**src/rtl/dcache_store_port.sv**
```systemverilog
// Direct-mapped write-back/write-allocate store port: commits one store per request, evicting/refilling over a word-wide memory port.
// Optional hit/miss/evict counters are compiled in with `define DCACHE_STORE_STATS_EN.
module dcache_store_port #(
  parameter int LINES = 16
) (
  input  logic        clk,
  input  logic        reset,
  input  logic        sb_write_cache,
  input  logic [31:0] sb_address,
  input  logic [31:0] sb_data,
  output logic        dhit,
  output logic        busy,
  output logic        mem_req,
  output logic        mem_we,
  output logic [31:0] mem_addr,
  output logic [31:0] mem_wdata,
  input  logic [31:0] mem_rdata,
  input  logic        mem_ready
`ifdef DCACHE_STORE_STATS_EN
  ,
  output logic [31:0] stat_hits,
  output logic [31:0] stat_misses,
  output logic [31:0] stat_evicts
`endif
);

  localparam int IDX_W = $clog2(LINES);
  localparam int TAG_W = 28 - IDX_W;

  typedef enum logic [2:0] {IDLE, LOOKUP, EVICT, FILL, COMMIT} state_t;

  state_t state_q, state_d;

  logic [31:0]      st_addr_q;
  logic [31:0]      st_data_q;
  logic [1:0]       beat_q;
  logic             dhit_q;
  logic             accept;

  logic [31:0]      arr_data [LINES][4];
  logic [TAG_W-1:0] arr_tag  [LINES];
  logic [LINES-1:0] arr_valid;
  logic [LINES-1:0] arr_dirty;
  logic [31:0]      lbuf [4];

  logic [IDX_W-1:0] req_idx;
  logic [TAG_W-1:0] req_tag;
  logic [1:0]       req_off;
  logic             hit;
  logic             beat_last;

  assign req_idx   = st_addr_q[3+IDX_W:4];
  assign req_tag   = st_addr_q[31:4+IDX_W];
  assign req_off   = st_addr_q[3:2];
  assign hit       = arr_valid[req_idx] && (arr_tag[req_idx] == req_tag);
  assign beat_last = mem_ready && (beat_q == 2'd3);

  assign dhit = dhit_q;
  assign busy = (state_q != IDLE);

  always_comb begin
    state_d   = state_q;
    accept    = 1'b0;
    mem_req   = 1'b0;
    mem_we    = 1'b0;
    mem_addr  = 32'd0;
    mem_wdata = 32'd0;
    case (state_q)
      IDLE: begin
        // The cycle carrying dhit still sees the old request, so it is ignored.
        if (sb_write_cache && !dhit_q) begin
          accept  = 1'b1;
          state_d = LOOKUP;
        end
      end
      LOOKUP: begin
        if (hit)
          state_d = IDLE;
        else if (arr_valid[req_idx] && arr_dirty[req_idx])
          state_d = EVICT;
        else
          state_d = FILL;
      end
      EVICT: begin
        mem_req   = 1'b1;
        mem_we    = 1'b1;
        mem_addr  = {arr_tag[req_idx], req_idx, beat_q, 2'b00};
        mem_wdata = arr_data[req_idx][beat_q];
        if (beat_last)
          state_d = FILL;
      end
      FILL: begin
        mem_req  = 1'b1;
        mem_addr = {req_tag, req_idx, beat_q, 2'b00};
        if (beat_last)
          state_d = COMMIT;
      end
      COMMIT: state_d = IDLE;
      default: state_d = IDLE;
    endcase
  end

  always_ff @(posedge clk) begin
    if (reset) begin
      state_q   <= IDLE;
      beat_q    <= 2'd0;
      dhit_q    <= 1'b0;
      st_addr_q <= 32'd0;
      st_data_q <= 32'd0;
      arr_valid <= '0;
      arr_dirty <= '0;
    end else begin
      state_q <= state_d;
      dhit_q  <= 1'b0;
      if (accept) begin
        st_addr_q <= sb_address;
        st_data_q <= sb_data;
      end
      if (state_q == LOOKUP && hit) begin
        arr_dirty[req_idx] <= 1'b1;
        dhit_q             <= 1'b1;
      end
      if (mem_req && mem_ready)
        beat_q <= beat_q + 2'd1;
      if (state_q == EVICT && beat_last)
        arr_dirty[req_idx] <= 1'b0;
      if (state_q == COMMIT) begin
        arr_valid[req_idx] <= 1'b1;
        arr_dirty[req_idx] <= 1'b1;
        dhit_q             <= 1'b1;
      end
    end
  end

  // Data and tag storage carry no reset; validity alone decides what they mean.
  always_ff @(posedge clk) begin
    if (!reset) begin
      if (state_q == FILL && mem_ready)
        lbuf[beat_q] <= mem_rdata;
      if (state_q == LOOKUP && hit)
        arr_data[req_idx][req_off] <= st_data_q;
      if (state_q == COMMIT) begin
        for (int w = 0; w < 4; w++)
          arr_data[req_idx][w] <= (2'(w) == req_off) ? st_data_q : lbuf[w];
        arr_tag[req_idx] <= req_tag;
      end
    end
  end

`ifdef DCACHE_STORE_STATS_EN
  always_ff @(posedge clk) begin
    if (reset) begin
      stat_hits   <= 32'd0;
      stat_misses <= 32'd0;
      stat_evicts <= 32'd0;
    end else begin
      if (state_q == LOOKUP && hit && stat_hits != 32'hFFFF_FFFF)
        stat_hits <= stat_hits + 32'd1;
      if (state_q == LOOKUP && !hit && stat_misses != 32'hFFFF_FFFF)
        stat_misses <= stat_misses + 32'd1;
      if (state_q == EVICT && beat_last && stat_evicts != 32'hFFFF_FFFF)
        stat_evicts <= stat_evicts + 32'd1;
    end
  end
`endif

endmodule
```
**config.mk**
```make
export PLATFORM = sky130hd
export DESIGN_NAME = dcache_store_port
export DESIGN_NICKNAME = d
export VERILOG_FILES = /design/src/rtl/dcache_store_port.sv
export SDC_FILE = /design/constraint.sdc
export NUM_CORES = 2
export LEC_CHECK = 0
export CAP_MARGIN = 20
export CORE_MARGIN = 5
export CORE_UTILIZATION = 45
export CTS_BUF_LIST = sky130_fd_sc_hd__clkbuf_4
export CTS_CLUSTER_DIAMETER = 40
export DETAILED_ROUTE_END_ITERATION = 6
export PLACE_DENSITY = 0.64
export SETUP_SLACK_MARGIN = 0.15
export SLEW_MARGIN = 25
export SYNTH_ARGS = -nofsm -noshare
export SYNTH_HDL_FRONTEND = slang
export SYNTH_SLANG_ARGS = --single-unit
```
**constraint.sdc**
```tcl
create_clock -name clk -period 7.5 [get_ports clk]
set_clock_uncertainty 0.2 [all_clocks]
set_input_delay 1.125 -clock clk [delete_from_list [all_inputs] [get_ports clk]]
set_output_delay 1.125 -clock clk [all_outputs]
set_load 0.02 [all_outputs]
```
==> After elaboration in Yosys (flattened, before gate mapping) <==
Memory sizes are Yosys's and may differ from the RTL's. A register that Yosys moved wholly into a read port is not among the register bits.
Cells that the tools add are included.
{ "classes": {"n_reduce_logical": 16, "order_cmp": 5, "mux": 174, "bitwise": 135, "n_addsub": 1, "eq_ne": 12} }
{ "op_table": {"columns": ["op", "n"], "rows": [
  ["32-bit two-way mux", 8],
  ["1-bit two-way mux", 145],
  ["128-bit two-way mux", 1],
  ["1-bit bitwise OR", 128],
  ["16-bit two-way mux", 5],
  ["32-bit binary-select mux with 2-bit select", 1],
  ["32-bit demux with 2-bit select", 1],
  ["32-bit case mux with 2 select lines", 1],
  ["16-bit bitwise OR", 3],
  ["24-bit == test", 1],
  ["16-bit bitwise AND", 1],
  ["4-bit two-way mux", 4],
  ["16-bit NOT", 1],
  ["3-bit case mux with 4 select lines", 1],
  ["1-bit logical AND", 10],
  ["3-bit two-way mux", 3],
  ["1-bit binary-select mux with 4-bit select", 2],
  ["3-bit by 2-bit == test with 1-bit output (second input constant)", 2],
  ["3-bit greater-or-equal comparator (second input constant)", 2],
  ["2-bit != test (second input constant)", 3],
  ["2-bit NOT with 3-bit output", 2],
  ["4-bit by 5-bit < comparator with 1-bit output (second input constant)", 1],
  ["1-bit demux with 4-bit select", 1],
  ["2-bit == test (first input constant)", 2],
  ["14 further kinds", 14]
]} }
{ "word_totals": {"mem_bits_rw": 2560, "memories": 3, "inputBits": 100, "word_cells": 353, "register_bits": 102, "out_inout_bits": 68} }
{ "mem_list": {"columns": ["memory", "depth", "width", "rd", "rd_ports_with_merged_regs", "wr", "line", "source"], "rows": [
  ["arr_data", 16, 128, 1, 1, 1, "40", "logic [31:0] arr_data [LINES][4];"],
  ["arr_tag", 16, 24, 1, 1, 1, "41", "logic [TAG_W-1:0] arr_tag [LINES];"],
  ["lbuf", 4, 32, 4, 0, 1, "44", "logic [31:0] lbuf [4];"]
]} }

==> Longest topological paths before layout <==
{ "logic_depth": {"depth_word": 12, "ltp_mapped": 15, "ltp_nobuf": 9} }

==> Worst setup path before layout <==
Ideal clock, no wire load.
{ "synth_path": {"path_kind": "register to register", "startpoint": "register with a tool-made name", "endpoint": "memory arr_data[11][0] in the netlist's numbering, enable pin", "stages_incl_launch_ff": 13, "setup_ns": 0.421, "t_arrival_ns": 4.535, "path_buffers": 4, "t_required_ns": 6.879, "path_slack_ns": 2.344, "synth_period_minus_slack_ns": 5.156, "cell_sequence": "dfxtp_1 > buf_2 > buf_2 > buf_4 > mux4_2 > mux2i_1 > xor2_1 > o211ai_1 > or4_4 > nor4_4 > a31oi_4 > buf_6 > nor2_1"} }
{ "synth_lines": {"columns": ["element", "line"], "rows": [
  ["end, declared", "40"]
]} }

==> summary.md <==
| Metric | Value |
|---|---|
| Vias in the first global route | `54400` |
| Initial DRC Count | `5741` |
| Nets | `5555` |
| Max FO, Critical Path | `55` |
| DIE WIDTH | `490 um` |
| Worst-Skew Late Latency | `1.39 ns` |
| Pre-CTS setup slack | `1.35 ns` |
| RSZ-0062 raised after global routing | `false` |
| Final wirelength | `265000 um` |
| Post-Syn Area | `104000 um2` |
| Worst min-delay path category | `input port to flop` |
| Adder-Cell Fraction of Synth Area | `0.000483` |
| Yosys reg bits | `2664` |
| H-tree levels | `6` |
| Core region area | `229000 um2` |
| Area after DPL | `111000 um2` |
| Endpoints failing setup | `0` |
| Router iterations before antenna repair | `6` |
| Buffers and inverters on the worst path | `3` |
| Compound-gate portion of the synthesized area | `0.0153` |
| Sequential fraction of the synthesis area | `0.763` |
| Multi-input gate area | `23900 um2` |
| Type of origin of the critical path | `flop` |
| Via-to-Cell Ratio | `5.88` |
| Die area | `240000 um2` |
| I/O pin cnt | `168` |
| Area growth syn-to-layout | `15.5%` |
| Max Transition Viols Final | `0` |
| Fin crit share | `0.939` |
| Minimum clock period after layout | `7.04 ns` |
| Largest family of logic cells by synthesized area | `multiplexers` |
| GRT overflow | `0` |
| Post-Synthesis Cells | `4661` |
| PortBufs | `163` |
| Post-Synth Simple-Gate Area | `0.0195` |
| Top-area cell type share of the netlist area | `0.743` |
| Max frequency | `0.142 GHz` |
| Arrival @ worst endpoint | `5.71 ns` |
| Worst-path clk slew | `0.06 ns` |
| Post-route ant nets | `0` |
| CTS tree | `done` |
| Sequential standard cell area | `79000 um2` |
| Mux cell area share after synthesis | `0.187` |
| DP HPWL | `149000 um` |
| Number of synthesis warnings | `0` |
| Largest net degree at the start of global routing | `146` |
| Worst vdd ir | `0.175 mV` |
| Die H | `490 um` |
| Routed via count | `52700` |
| Main synth FF type | `edfxtp_1` |
| WP data required | `6.17 ns` |
| Final WS setup | `0.461 ns` |
| Status | `finished clean` |
| Final Cell Area | `120000 um2` |
| Row count | `176` |
| GPL Wtd Cong | `0.792` |
| Synth cell types | `68` |
| First-pass GRT wire length | `379000 um` |
| GRT Overall Usage | `0.222` |
| CTS Sinks | `2664` |
| Most area-consuming cells after synthesis | `edfxtp_1, mux4_2, dfxtp_1, mux2_2, mux2i_1` |
| Mean Syn Cell Area | `22.2 um2` |
| Routed WL per cell | `29.6 um` |
| Initial Utilization | `0.451` |
| Leakage | `37.8 nW` |
| Worst path cell trace | `buf_4 -> buf_6 -> mux4_2 -> mux4_2 -> and2_1 -> clkdlybuf4s50_1` |
| Setup TNS | `0 ns` |
| Tot Pwr | `0.0326 W` |
| CP most frequent cell | `mux4_2` |
| Area leader, netlist | `edfxtp_1` |
| Post-synth ARST share | `0` |
| Fraction of layout cells with a size suffix above 1 | `0.374` |
| Worst path slowest cell | `dfxtp_4` |
| Crit path max-delay family | `buffers and inverters` |
| CTS buffer count | `684` |
| Slew headroom | `0.223` |
| Count of flip-flops with a built-in enable after synthesis | `2560` |
| MaxCap Viol Count | `0` |
| Critical path type | `flop to output pin` |
| Hold slack | `0.181 ns` |
| Final hold vios | `0` |
| Pwr Density | `272 nW/um2` |
| Critical Path Sink Type | `output pin` |
| Slew at the pin closest to its max-slew limit | `1.16 ns` |
| Root Buffer | `clkbuf_4` |
| XOR/XNOR share of the synthesized area | `0.00271` |
| Fill count | `18100` |
| Initial antenna violation count | `32` |
| CP max stage delay | `0.93 ns` |
| # DRC | `0` |
| CTS Buffer Depth | `4` |
metal layers:
layer | vias to the layer above | GRT usage | routed length (um)
met2 | 2490 | 0.362 | 132000
met5 | - | 0 | 39
met4 | 6 | 0.0692 | 6000
met3 | 427 | 0.0543 | 24100
li1 | 21700 | - | -
met1 | 28100 | 0.297 | 102000
tightest hold or removal path, delay by kind of cell:
kind                   cells  cell delay (ns)
and+or+nand+nor            1             0.06
buffers and inverters      1             0.42
AOI/OAI and AO/OA          1             0.06
cell usage after synthesis, types with 4 or more instances:
library cell / instances
nor2_1: 147
a22oi_1: 13
a221o_1: 4
ha_1: 4
nor3b_1: 5
a31oi_1: 20
mux2_2: 141
o211ai_1: 7
inv_1: 28
nor2b_1: 10
xnor2_1: 23
nand3b_1: 5
xor2_1: 9
nand3_1: 13
buf_6: 7
clkbuf_1: 152
o221ai_1: 4
nand2b_1: 9
a211oi_1: 11
buf_2: 15
or2_2: 5
o22ai_1: 23
and2_1: 47
a31oi_4: 4
edfxtp_1: 2560
mux2i_1: 81
dfxtp_1: 104
nor3_1: 8
mux4_2: 750
nand2_1: 176
buf_4: 14
o41ai_1: 16
o21ai_0: 15
buf_1: 76
a21oi_1: 99
power by group:
part	internal, W	switching [W]
combinational	0.00152	0.00212
sequential	0.0166	0.000208
clock	0.00641	0.00565
kinds of logic after synthesis:
| kind of cell | after synthesis |
|---|---|
| DFF | 2664 |
| muxes | 975 |
| and+or+nand+nor | 446 |
| xor gates and xnor gates | 32 |
| adders and majority gates | 4 |
| AOI/OAI and AO/OA | 241 |
| buffers and inverters | 298 |
| other | 1 |
what timing repair did:
action / in CTS / in global routing
hold buffers: 47 / 0
pin swaps: 0 / 0
cloned: 0 / 1
resized for setup: 3 / 1
endpoints found under the setup margin: 32 / 13
setup buffers: 1 / 1
hold endpoints to repair: 47 / 0
sequential cells by signal, indices dropped and copies added (netlist names), named ones only:
signal     count
lbuf         128
arr_dirty     15
st_data_q     32
st_addr_q     30
state_q        3
arr_tag      384
dhit           1
beat_q         2
arr_data    2048
arr_valid     16
final cells by class:
class                           count  share of cell area
Inverter                           32             0.00107
Sequential cell                  2664               0.661
Multi-Input combinational cell   1700               0.200
Clock buffer                      999              0.0627
Antenna cell                       16            0.000335
Clock inverter                    157             0.00769
Tap cell                         3026              0.0317
Timing Repair Buffer              369              0.0355
worst paths after layout:
check	cells after the start	slack, ns	endpoint	start
max	6	0.46	mem_wdata[2]	flop
min	3	0.18	st_data_q[0]$_SDFFE_PP0P_	sb_data[0]
max reg2reg	13	1.83	arr_data[5][18]$_DFFE_PP_	flop
min reg2reg	2	0.27	arr_valid[2]$_SDFFE_PP0N_	arr_valid[2]$_SDFFE_PP0N_
cell usage in the layout, fill, tap and decap left out, drive strengths merged, types with 5 or more instances in the layout:
cell,instances
a211oi,11
a21oi,99
a22oi,13
a31oi,24
and2,47
buf,159
bufinv,10
clkbuf,1000
clkdlybuf4s50,162
clkinv,125
clkinvlp,9
dfxtp,104
diode,16
dlygate4sd3,47
edfxtp,2560
inv,45
mux2,141
mux2i,82
mux4,752
nand2,176
nand2b,9
nand3,13
nand3b,5
nor2,150
nor2b,10
nor3,8
nor3b,5
o211ai,7
o21ai,16
o22ai,23
o41ai,16
or2,5
xnor2,23
xor2,9
through the flow:
step                 util  instances
finish              0.521       8963
global route        0.521       8953
CTS                 0.521       8945
detailed placement  0.482       7741
global placement    0.481       7736
floorplan               -       4662
Note: power is estimated with default switching activity, not from simulation.
